### src/rtl/tdm_pkg.sv
// Shared types and constants for the tdm_demux14 time-division demultiplexer.
// Contents: FSM state enum, default frame geometry, error-counter width.
package tdm_pkg;

  typedef enum logic {
    HUNT,
    LOCKED
  } tdm_state_e;

  localparam int unsigned DefLanes = 4;
  localparam int unsigned DefLaneW = 1;
  localparam int unsigned ERRCNT_W = 8;

endpackage

### src/rtl/tdm_demux14_if.sv
// Bus between a slot-sequenced serial sender and the tdm_demux14 receiver.
// master: drives din/din_valid/sync/flush, observes the reassembled frame and status.
// slave : the demux; consumes the serial side, drives dout/dout_valid/slot/locked/sync_err.
interface tdm_demux14_if #(
  parameter int unsigned LANES  = 4,
  parameter int unsigned LANE_W = 1
);
  localparam int unsigned SEL_W = $clog2(LANES);

  logic [LANE_W-1:0]       din;
  logic                    din_valid;
  logic                    sync;
  logic                    flush;
  logic [LANES*LANE_W-1:0] dout;
  logic                    dout_valid;
  logic [SEL_W-1:0]        slot;
  logic                    locked;
  logic                    sync_err;

  modport master (
    output din, din_valid, sync, flush,
    input  dout, dout_valid, slot, locked, sync_err
  );

  modport slave (
    input  din, din_valid, sync, flush,
    output dout, dout_valid, slot, locked, sync_err
  );
endinterface

### src/rtl/tdm_slot_ctr.sv
// Slot index counter for the TDM demux.
// clk/rst  : clock, async active-high reset (slot -> 0)
// clr_i    : synchronous clear to slot 0 (highest priority)
// load_i   : sync seen; the current sample is slot 0, so the next expected slot is 1
// en_i     : advance by one, wrapping LANES-1 -> 0 (LANES is a power of two)
// slot_o   : next expected slot; last_o: slot_o == LANES-1
module tdm_slot_ctr #(
  parameter int unsigned LANES = 4,
  localparam int unsigned SEL_W = $clog2(LANES)
) (
  input  logic             clk,
  input  logic             rst,
  input  logic             clr_i,
  input  logic             load_i,
  input  logic             en_i,
  output logic [SEL_W-1:0] slot_o,
  output logic             last_o
);

  logic [SEL_W-1:0] slot_q, slot_d;

  always_comb begin
    slot_d = slot_q;
    if (clr_i) begin
      slot_d = '0;
    end else if (load_i) begin
      slot_d = SEL_W'(1);
    end else if (en_i) begin
      slot_d = slot_q + 1'b1;
    end
  end

  always_ff @(posedge clk or posedge rst) begin
    if (rst) begin
      slot_q <= '0;
    end else begin
      slot_q <= slot_d;
    end
  end

  assign slot_o = slot_q;
  assign last_o = (slot_q == SEL_W'(LANES - 1));

endmodule

### src/rtl/tdm_demux14.sv
// Time-division demultiplexer: rebuilds LANES-slot frames from a serial lane
// stream aligned by a sync marker on slot 0.
// clk, rst : clock, async active-high reset (clears state, assembly and dout)
// bus      : tdm_demux14_if.slave (din/din_valid/sync/flush in; dout, dout_valid,
//            slot, locked, sync_err out)
// err_cnt_o: saturating misplaced-sync count, present only with DEMUX_ERRCNT_EN
module tdm_demux14
  import tdm_pkg::*;
#(
  parameter int unsigned LANES  = DefLanes,
  parameter int unsigned LANE_W = DefLaneW
) (
  input  logic                clk,
  input  logic                rst,
  tdm_demux14_if.slave        bus
`ifdef DEMUX_ERRCNT_EN
  ,
  output logic [ERRCNT_W-1:0] err_cnt_o
`endif
);

  localparam int unsigned SEL_W = $clog2(LANES);
  localparam int unsigned W     = LANES * LANE_W;

  tdm_state_e       state_q, state_d;
  logic [W-1:0]     asm_q, asm_d;
  logic [W-1:0]     dout_q, dout_d;
  logic             dout_valid_q, dout_valid_d;
  logic             sync_err_q, sync_err_d;
  logic             locked_q;
  logic             ctr_clr, ctr_load, ctr_en, ctr_last;
  logic [SEL_W-1:0] slot;

  tdm_slot_ctr #(
    .LANES (LANES)
  ) u_slot_ctr (
    .clk    (clk),
    .rst    (rst),
    .clr_i  (ctr_clr),
    .load_i (ctr_load),
    .en_i   (ctr_en),
    .slot_o (slot),
    .last_o (ctr_last)
  );

  always_comb begin
    state_d      = state_q;
    asm_d        = asm_q;
    dout_d       = dout_q;
    dout_valid_d = 1'b0;
    sync_err_d   = 1'b0;
    ctr_clr      = 1'b0;
    ctr_load     = 1'b0;
    ctr_en       = 1'b0;
    if (bus.flush) begin
      // dout is deliberately kept; only the partial frame and alignment go.
      state_d = HUNT;
      asm_d   = '0;
      ctr_clr = 1'b1;
    end else if (bus.din_valid) begin
      unique case (state_q)
        HUNT: begin
          if (bus.sync) begin
            state_d             = LOCKED;
            asm_d               = '0;
            asm_d[LANE_W-1:0]   = bus.din;
            ctr_load            = 1'b1;
          end
        end
        LOCKED: begin
          if (bus.sync && (slot != '0)) begin
            // Misplaced sync: drop the partial frame, restart with this sample as slot 0.
            sync_err_d          = 1'b1;
            asm_d               = '0;
            asm_d[LANE_W-1:0]   = bus.din;
            ctr_load            = 1'b1;
          end else begin
            asm_d[32'(slot) * LANE_W +: LANE_W] = bus.din;
            ctr_en = 1'b1;
            if (ctr_last) begin
              dout_d       = asm_d;
              dout_valid_d = 1'b1;
            end
          end
        end
        default: ;
      endcase
    end
  end

  always_ff @(posedge clk or posedge rst) begin
    if (rst) begin
      state_q      <= HUNT;
      asm_q        <= '0;
      dout_q       <= '0;
      dout_valid_q <= 1'b0;
      sync_err_q   <= 1'b0;
      locked_q     <= 1'b0;
    end else begin
      state_q      <= state_d;
      asm_q        <= asm_d;
      dout_q       <= dout_d;
      dout_valid_q <= dout_valid_d;
      sync_err_q   <= sync_err_d;
      locked_q     <= (state_q == LOCKED);
    end
  end

  assign bus.dout       = dout_q;
  assign bus.dout_valid = dout_valid_q;
  assign bus.slot       = slot;
  assign bus.locked     = locked_q;
  assign bus.sync_err   = sync_err_q;

`ifdef DEMUX_ERRCNT_EN
  logic [ERRCNT_W-1:0] err_cnt_q, err_cnt_d;

  always_comb begin
    err_cnt_d = err_cnt_q;
    if (bus.flush) begin
      err_cnt_d = '0;
    end else if (sync_err_d && (err_cnt_q != '1)) begin
      err_cnt_d = err_cnt_q + 1'b1;
    end
  end

  always_ff @(posedge clk or posedge rst) begin
    if (rst) begin
      err_cnt_q <= '0;
    end else begin
      err_cnt_q <= err_cnt_d;
    end
  end

  assign err_cnt_o = err_cnt_q;
`endif

endmodule

### src/flat_wrapper.sv
// flat-port wrapper written by rule: the top's interface ports become plain ports
module tdm_demux14_flat import tdm_pkg::*;
#(
  parameter int unsigned LANES  = DefLanes,
  parameter int unsigned LANE_W = DefLaneW
)
  (clk, rst, bus_din, bus_din_valid, bus_sync, bus_flush, bus_dout, bus_dout_valid, bus_slot, bus_locked, bus_sync_err);
  tdm_demux14_if #(.LANES(LANES), .LANE_W(LANE_W)) bus_i ();
  input  logic clk;
  input  logic rst;
  input wire logic [$bits(bus_i.din)-1:0] bus_din;
  input wire logic [$bits(bus_i.din_valid)-1:0] bus_din_valid;
  input wire logic [$bits(bus_i.sync)-1:0] bus_sync;
  input wire logic [$bits(bus_i.flush)-1:0] bus_flush;
  output wire logic [$bits(bus_i.dout)-1:0] bus_dout;
  output wire logic [$bits(bus_i.dout_valid)-1:0] bus_dout_valid;
  output wire logic [$bits(bus_i.slot)-1:0] bus_slot;
  output wire logic [$bits(bus_i.locked)-1:0] bus_locked;
  output wire logic [$bits(bus_i.sync_err)-1:0] bus_sync_err;
  assign bus_i.din = bus_din;
  assign bus_i.din_valid = bus_din_valid;
  assign bus_i.sync = bus_sync;
  assign bus_i.flush = bus_flush;
  assign bus_dout = bus_i.dout;
  assign bus_dout_valid = bus_i.dout_valid;
  assign bus_slot = bus_i.slot;
  assign bus_locked = bus_i.locked;
  assign bus_sync_err = bus_i.sync_err;
  tdm_demux14 #(.LANES(LANES), .LANE_W(LANE_W)) u_core (.clk(clk), .rst(rst), .bus(bus_i));
endmodule
### config.mk
export PLATFORM = sky130hd
export DESIGN_NAME = tdm_demux14_flat
export DESIGN_NICKNAME = d
export VERILOG_FILES = /design/src/rtl/tdm_pkg.sv /design/src/rtl/tdm_demux14_if.sv /design/src/rtl/tdm_slot_ctr.sv /design/src/rtl/tdm_demux14.sv /design/src/flat_wrapper.sv
export SDC_FILE = /design/constraint.sdc
export NUM_CORES = 1
export LEC_CHECK = 0
export BUFFER_PORTS_ARGS = -buffer_cell sky130_fd_sc_hd__buf_2
export CORE_AREA = 2 2 42 48
export DETAILED_ROUTE_END_ITERATION = 12
export DIE_AREA = 0 0 44 50
export PLACE_DENSITY = 0.75
export RECOVER_POWER = 25
export SLEW_MARGIN = 20
export SYNTH_ARGS = -nofsm -noshare
export SYNTH_HDL_FRONTEND = slang
export SYNTH_SLANG_ARGS = --single-unit
export TNS_END_PERCENT = 30
### constraint.sdc
create_clock -name clk -period 2.45 [get_ports clk]
set_input_delay 0.1225 -clock clk [delete_from_list [all_inputs] [get_ports clk]]
set_output_delay 0.1225 -clock clk [all_outputs]
set_load 0.01 [all_outputs]
# [Word level (Yosys, flattened, before mapping)]
# Cells that the tools add are included.
[classes] addsub=2 eq_ne=2 shifts=2 mux=30 n_bitwise=3 n_reduce_logical=6
[op_table] op="2-bit negation with 34-bit output" n=1
[op_table] op="1-bit by 34-bit variable shift with 4-bit output, first input constant" n=1
[op_table] op="1-bit by 34-bit variable part select with 4-bit output" n=1
[op_table] op="1-bit 2-to-1 mux" n=20
[op_table] op="4-bit 2-to-1 mux" n=4
[op_table] op="4-bit case mux with 2 select lines" n=1
[op_table] op="2-bit 2-to-1 mux" n=3
[op_table] op="5-bit AND reduction" n=1
[op_table] op="4-bit bitwise mux" n=1
[op_table] op="2-bit nonzero test" n=2
[op_table] op="3-bit != test, second input constant" n=1
[op_table] op="1-bit inverter" n=3
[op_table] op="3-bit nonzero test" n=1
[op_table] op="2-bit by 1-bit adder with 2-bit output, second input constant" n=1
[op_table] op="2-bit == test, second input constant" n=1
[op_table] op="1-bit case mux with 2 select lines" n=1
[op_table] op="2-bit AND reduction" n=1
[op_table] op="1-bit logical AND" n=1
[word_totals] ff_bits=14 inputBits=6 output_inout_bits=9 wordCells=52

# [Depth between registers and ports, before layout]
[depth] depth_word=9 ltp_mapped=7 depth_no_buf=5

# [Cells and area by module]
# Synthesis repeated with hierarchy kept, for this count alone.
[hier_totals] cells_unflattened=70 area_unflattened_um2=708.2
[by_module_without_submodules] mod="tdm_demux14" n_inst=1 cells_each=61 area_per_inst_um2=609.3 seq_area_each_um2=300.3
[by_module_without_submodules] mod="tdm_slot_ctr" n_inst=1 cells_each=9 area_per_inst_um2=98.8 seq_area_each_um2=50.0

# [Worst setup path after synthesis]
# OpenSTA, ideal clock, no wires.
[synth_path] path_type="reg-to-reg" start="register u_core.u_slot_ctr.slot_q[0], in the netlist u_core.u_slot_ctr.slot_o[0]" end="register u_core.dout_q[0], in the netlist u_core.bus.dout[0]" setup_time_ps=125 arrival_time_ps=1758 required_time_ps=2325 setup_slack_ps=567 stages_incl_launch_ff=8 n_path_buf=2 synth_period_minus_slack_ps=1883 path_cell_list="dfrtp_1 > clkbuf_1 > inv_1 > ha_1 > nor2b_1 > buf_4 > nor3b_4 > mux2_4"
[synth_via] elab_chain_cells=4 elab_cells_between_ends=9 cone_classes="add/sub (1); eq/ne (1); shift (2); mux (1); bitwise (1); reduce/logical (3)"
[synth_rtl] item="start, declared" line_no="tdm_slot_ctr.sv:20" source="logic [SEL_W-1:0] slot_q, slot_d;"
[synth_rtl] item="start signal, assigned" line_no="tdm_slot_ctr.sv:37" source="slot_q <= slot_d;"
[synth_rtl] item="branches (longest 4 deep; another with 2-bit negation with 34-bit output)"
[synth_rtl] item="end signal, assigned" line_no="tdm_demux14.sv:102" source="dout_q <= dout_d;"
[synth_rtl] item="end, declared" line_no="tdm_demux14.sv:27" source="logic [W-1:0] dout_q, dout_d;"
# Several ways; the timed one is not identified.
# A chain may end at the register's enable or synchronous reset.

# [Worst setup path after layout]
[layout_path] start="register u_core.u_slot_ctr.slot_q[1], in the netlist u_core.u_slot_ctr.slot_o[1]" end="register u_core.asm_q[0]"
[layout_via] elab_chain_cells=7 elab_cells_between_ends=10 cone_classes="add/sub (1); shift (2); mux (5); reduce/logical (2)"
[layout_rtl] item="2-bit negation with 34-bit output" line_no="tdm_demux14.sv:78" source="asm_d[32'(slot) * LANE_W +: LANE_W] = bus.din;"
[layout_rtl] item="1-bit by 34-bit variable part select with 4-bit output or 1-bit by 34-bit variable shift with 4-bit output (tied branches)" line_no="tdm_demux14.sv:78"
[layout_rtl] item="4-bit bitwise mux" line_no="tdm_demux14.sv:78"
[layout_rtl] item="4-bit 2-to-1 mux (*)" line_no="tdm_demux14.sv:71" source="if (bus.sync && (slot != '0)) begin"
[layout_rtl] item="4-bit case mux with 2 select lines (*)" line_no="tdm_demux14.sv:61" source="unique case (state_q)"
[layout_rtl] item="4-bit 2-to-1 mux (*)" line_no="tdm_demux14.sv:60" source="end else if (bus.din_valid) begin"
[layout_rtl] item="4-bit 2-to-1 mux (*)" line_no="tdm_demux14.sv:55" source="if (bus.flush) begin"
[layout_rtl] item="end signal, assigned" line_no="tdm_demux14.sv:101" source="asm_q <= asm_d;"
[layout_rtl] item="end, declared" line_no="tdm_demux14.sv:26" source="logic [W-1:0] asm_q, asm_d;"
# Every way passes the cells marked *; elsewhere a longest branch is shown, timed or not. The select of a mux whose other input is x is not followed.

==> results by group <==
Power
  – Worst VDD drop: 0.2622 mV
  – Leakage power: 0.4273 nW
  – Pwr per Cell Area: 483.6 nW/µm²

Floorplan
  – Die area: 2200 µm²
  – Die Height: 50 µm
  – I/O pins: 15
  – Num rows: 16
  – Initial Utilization: 42.88%
  – Core area: 1722 µm²
  – Die W: 44 µm

Final layout
  – Share of cells above drive strength 1: 29.63%
  – Final #Nets: 93
  – Leading cell type in the layout, fill and taps excluded: buf_2
  – Fillcell total: 164
  – Commonest non-fill, non-tap cells in the layout: buf_2, dfrtp_1, inv_1
  – ANT cells: 0
  – P&R area growth vs syn: 15.42%

GRT
  – Initial antenna violation count: 0
  – Vias in the first global route: 562
  – Largest net degree at the start of global routing: 14
  – GR Util All Layers: 14.69%
  – Remaining global-route overflow: 0
  – First-pass GRT wire length: 2387 µm

Worst setup path
  – Critical path endpoint category: flip-flop
  – Max FO, Critical Path: 6
  – Crit path arrival time: 1.97 ns
  – Data required, critical path: 2.61 ns
  – FF-to-FF Start: u_core.u_slot_ctr.slot_o[1]
  – CP startpoint kind: flip-flop
  – Worst setup path startpoint: u_core.u_slot_ctr.slot_o[1]
  – Critical path class: flip-flop to flip-flop

Clock network
  – PostCTS Resize Cnt: 0
  – Clk buf depth: 2
  – H-tree depth: 1
  – Clock-pin slew on the worst setup and hold paths: 0.07 ns
  – CTS buffer count: 3
  – Clk root buf: clkbuf_4
  – # clock sinks: 13
  – Worst skew pair latency: 0.27 ns
  – CTS tree: done

Timing
  – Worst Clk Skew: 0.004918 ns
  – Least-Margin Pin Slew: 0.4804 ns
  – Crit share post-route: 73.88%
  – Setup TNS Final: 0 ns
  – Unrepaired setup endpoints after global routing: false
  – Worst rel slew slack: 67.91%
  – Peak Freq: 552.4 MHz
  – Endpoints failing hold: 0
  – Final setup vio count: 0
  – Final WS setup: 0.6399 ns
  – Final hold slack: 0.1099 ns
  – Max Slew Vio Count: 0
  – Final min period: 1.810 ns

Min path
  – Min-delay src: bus_flush
  – Worst min path class: input port to flip-flop

Synthesis
  – Post-synthesis async set-or-reset flop share: 100.0%
  – Post-Syn Area: 738.2 µm²
  – Main synth FF type: dfrtp_1
  – Syn. warnings: 0
  – Cells after Synth: 64
  – Syn_area_per_cell: 11.53 µm²
  – Number of synthesized flops with an enable pin: 0
  – Number of library cell types mapped by synthesis: 30
  – Syn nets: 75
  – Yosys reg bits: 13
  – Register area share after synthesis: 44.07%

Place
  – GPL Wtd Cong: 0.8296
  – Place WS: 0.6713 ns
  – Hpwl dp: 1083 µm
  – PortBufs: 14

Status
  – Status: completed

Route
  – Antenna-violating nets left: 0
  – Vias: 567
  – DRC Markers: 0
  – WL final: 1402 µm
  – Routed wire length per instance: 14.16 µm
  – Starting DRT DRC Count: 6
  – Vias per Instance: 5.727
  – TritonRoute pass-1 iters: 4

Run
  – Max-Cap Viols: 0
## critical path, cell delays in order, from the launching register on
cell and delay, ns:
dfrtp_1 0.40, inv_1 0.11, ha_1 0.25, nor2b_1 0.41, nor2_1 0.18, a221o_1 0.35
## through the flow
stage | cells | power (mW) | utilization [%] | instance area (µm²)
3_3_place_gp | 94 | 0.2847 | 47.38 | 815.8
3_5_place_dp | 94 | 0.2863 | 47.38 | 815.8
4_1_cts | 99 | 0.4166 | 49.49 | 852.1
2_1_floorplan | 64 | 0.2693 | - | 738.2
6_report | 99 | 0.4121 | 49.49 | 852.1
5_1_grt | 99 | 0.4367 | 49.49 | 852.1
## final cells by class
class	instances	area [µm²]	area share (%)
tap	18	22.52	2.643
sequential	13	325.3	38.18
multi-input combinational	42	367.9	43.17
clock buffer	4	26.28	3.084
timing repair buffer	16	87.58	10.28
inverter	6	22.52	2.643
## logic make-up (layout without fill, tap and decap cells)
group                    count (synthesis)  after routing  share of synthesized area [%]
flip-flops                              13             13                          44.07
multiplexers                             4              4                          8.136
AND/OR/NAND/NOR                         18             18                          18.14
buffers and inverters                    9             26                          6.101
adder cells (fa/ha/maj)                  5              5                          8.475
AO/OA/AOI/OAI                           15             15                          15.09
## Yosys cell counts (all sizes together), types with 2 or more instances
| library cell | n | area, µm² |
|---|---|---|
| dfrtp | 13 | 325.3 |
| inv | 6 | 22.52 |
| ha | 5 | 62.56 |
| nor2 | 5 | 18.77 |
| mux2 | 4 | 60.06 |
| nand3b | 3 | 35.03 |
| o22ai | 3 | 18.77 |
| a21oi | 2 | 10.01 |
| buf | 2 | 18.77 |
| nand4b | 2 | 17.52 |
| nor3b | 2 | 26.28 |
| o32ai | 2 | 17.52 |
## report_power, final
group | switching, mW | total (mW) | internal (mW) | leakage [nW]
Sequential | 0.00391 | 0.223 | 0.219 | 0.179
Clock | 0.0647 | 0.128 | 0.0632 | 0.0150
Combinational | 0.0364 | 0.0611 | 0.0247 | 0.234
Total | 0.105 | 0.412 | 0.307 | 0.427
## flip-flops by register name, summed over array words and instances (netlist names)
register / count
u_core.state_q: 1
u_core.bus.dout_valid: 1
u_core.asm_q: 3
u_core.bus.dout: 4
u_core.bus.locked: 1
u_core.bus.sync_err: 1
u_core.u_slot_ctr.slot_o: 2
## path summary, 6_finish.rpt
check	slack [ns]	cells past startpoint	end
worst min-delay path	0.11	2	u_core.state_q
worst min register to register	0.51	1	u_core.asm_q[2]
worst max-delay path	0.64	5	u_core.asm_q[0]
max in group asynchronous	1.72	3	u_core.asm_q[1]
min in group asynchronous	0.40	3	u_core.bus.dout[2]
worst max register to register	0.64	5	u_core.asm_q[0]
## layer usage
layer | share of wire, % | up-vias | global-route usage (%)
li1 | - | 270 | -
met1 | 43 | 273 | 17.46
met2 | 50 | 17 | 23.53
met3 | 4.0 | 7 | 2.198
met4 | 3.5 | 0 | 10.10
met5 | 0 | - | 0
## timing repair
item                                    in CTS  in global routing
hold endpoints to repair                    13                  0
endpoints found under the setup margin       0                  0
hold buffers                                 1                  0
setup buffers                                0                  0
No activity file was read; power rests on OpenSTA's default activity.
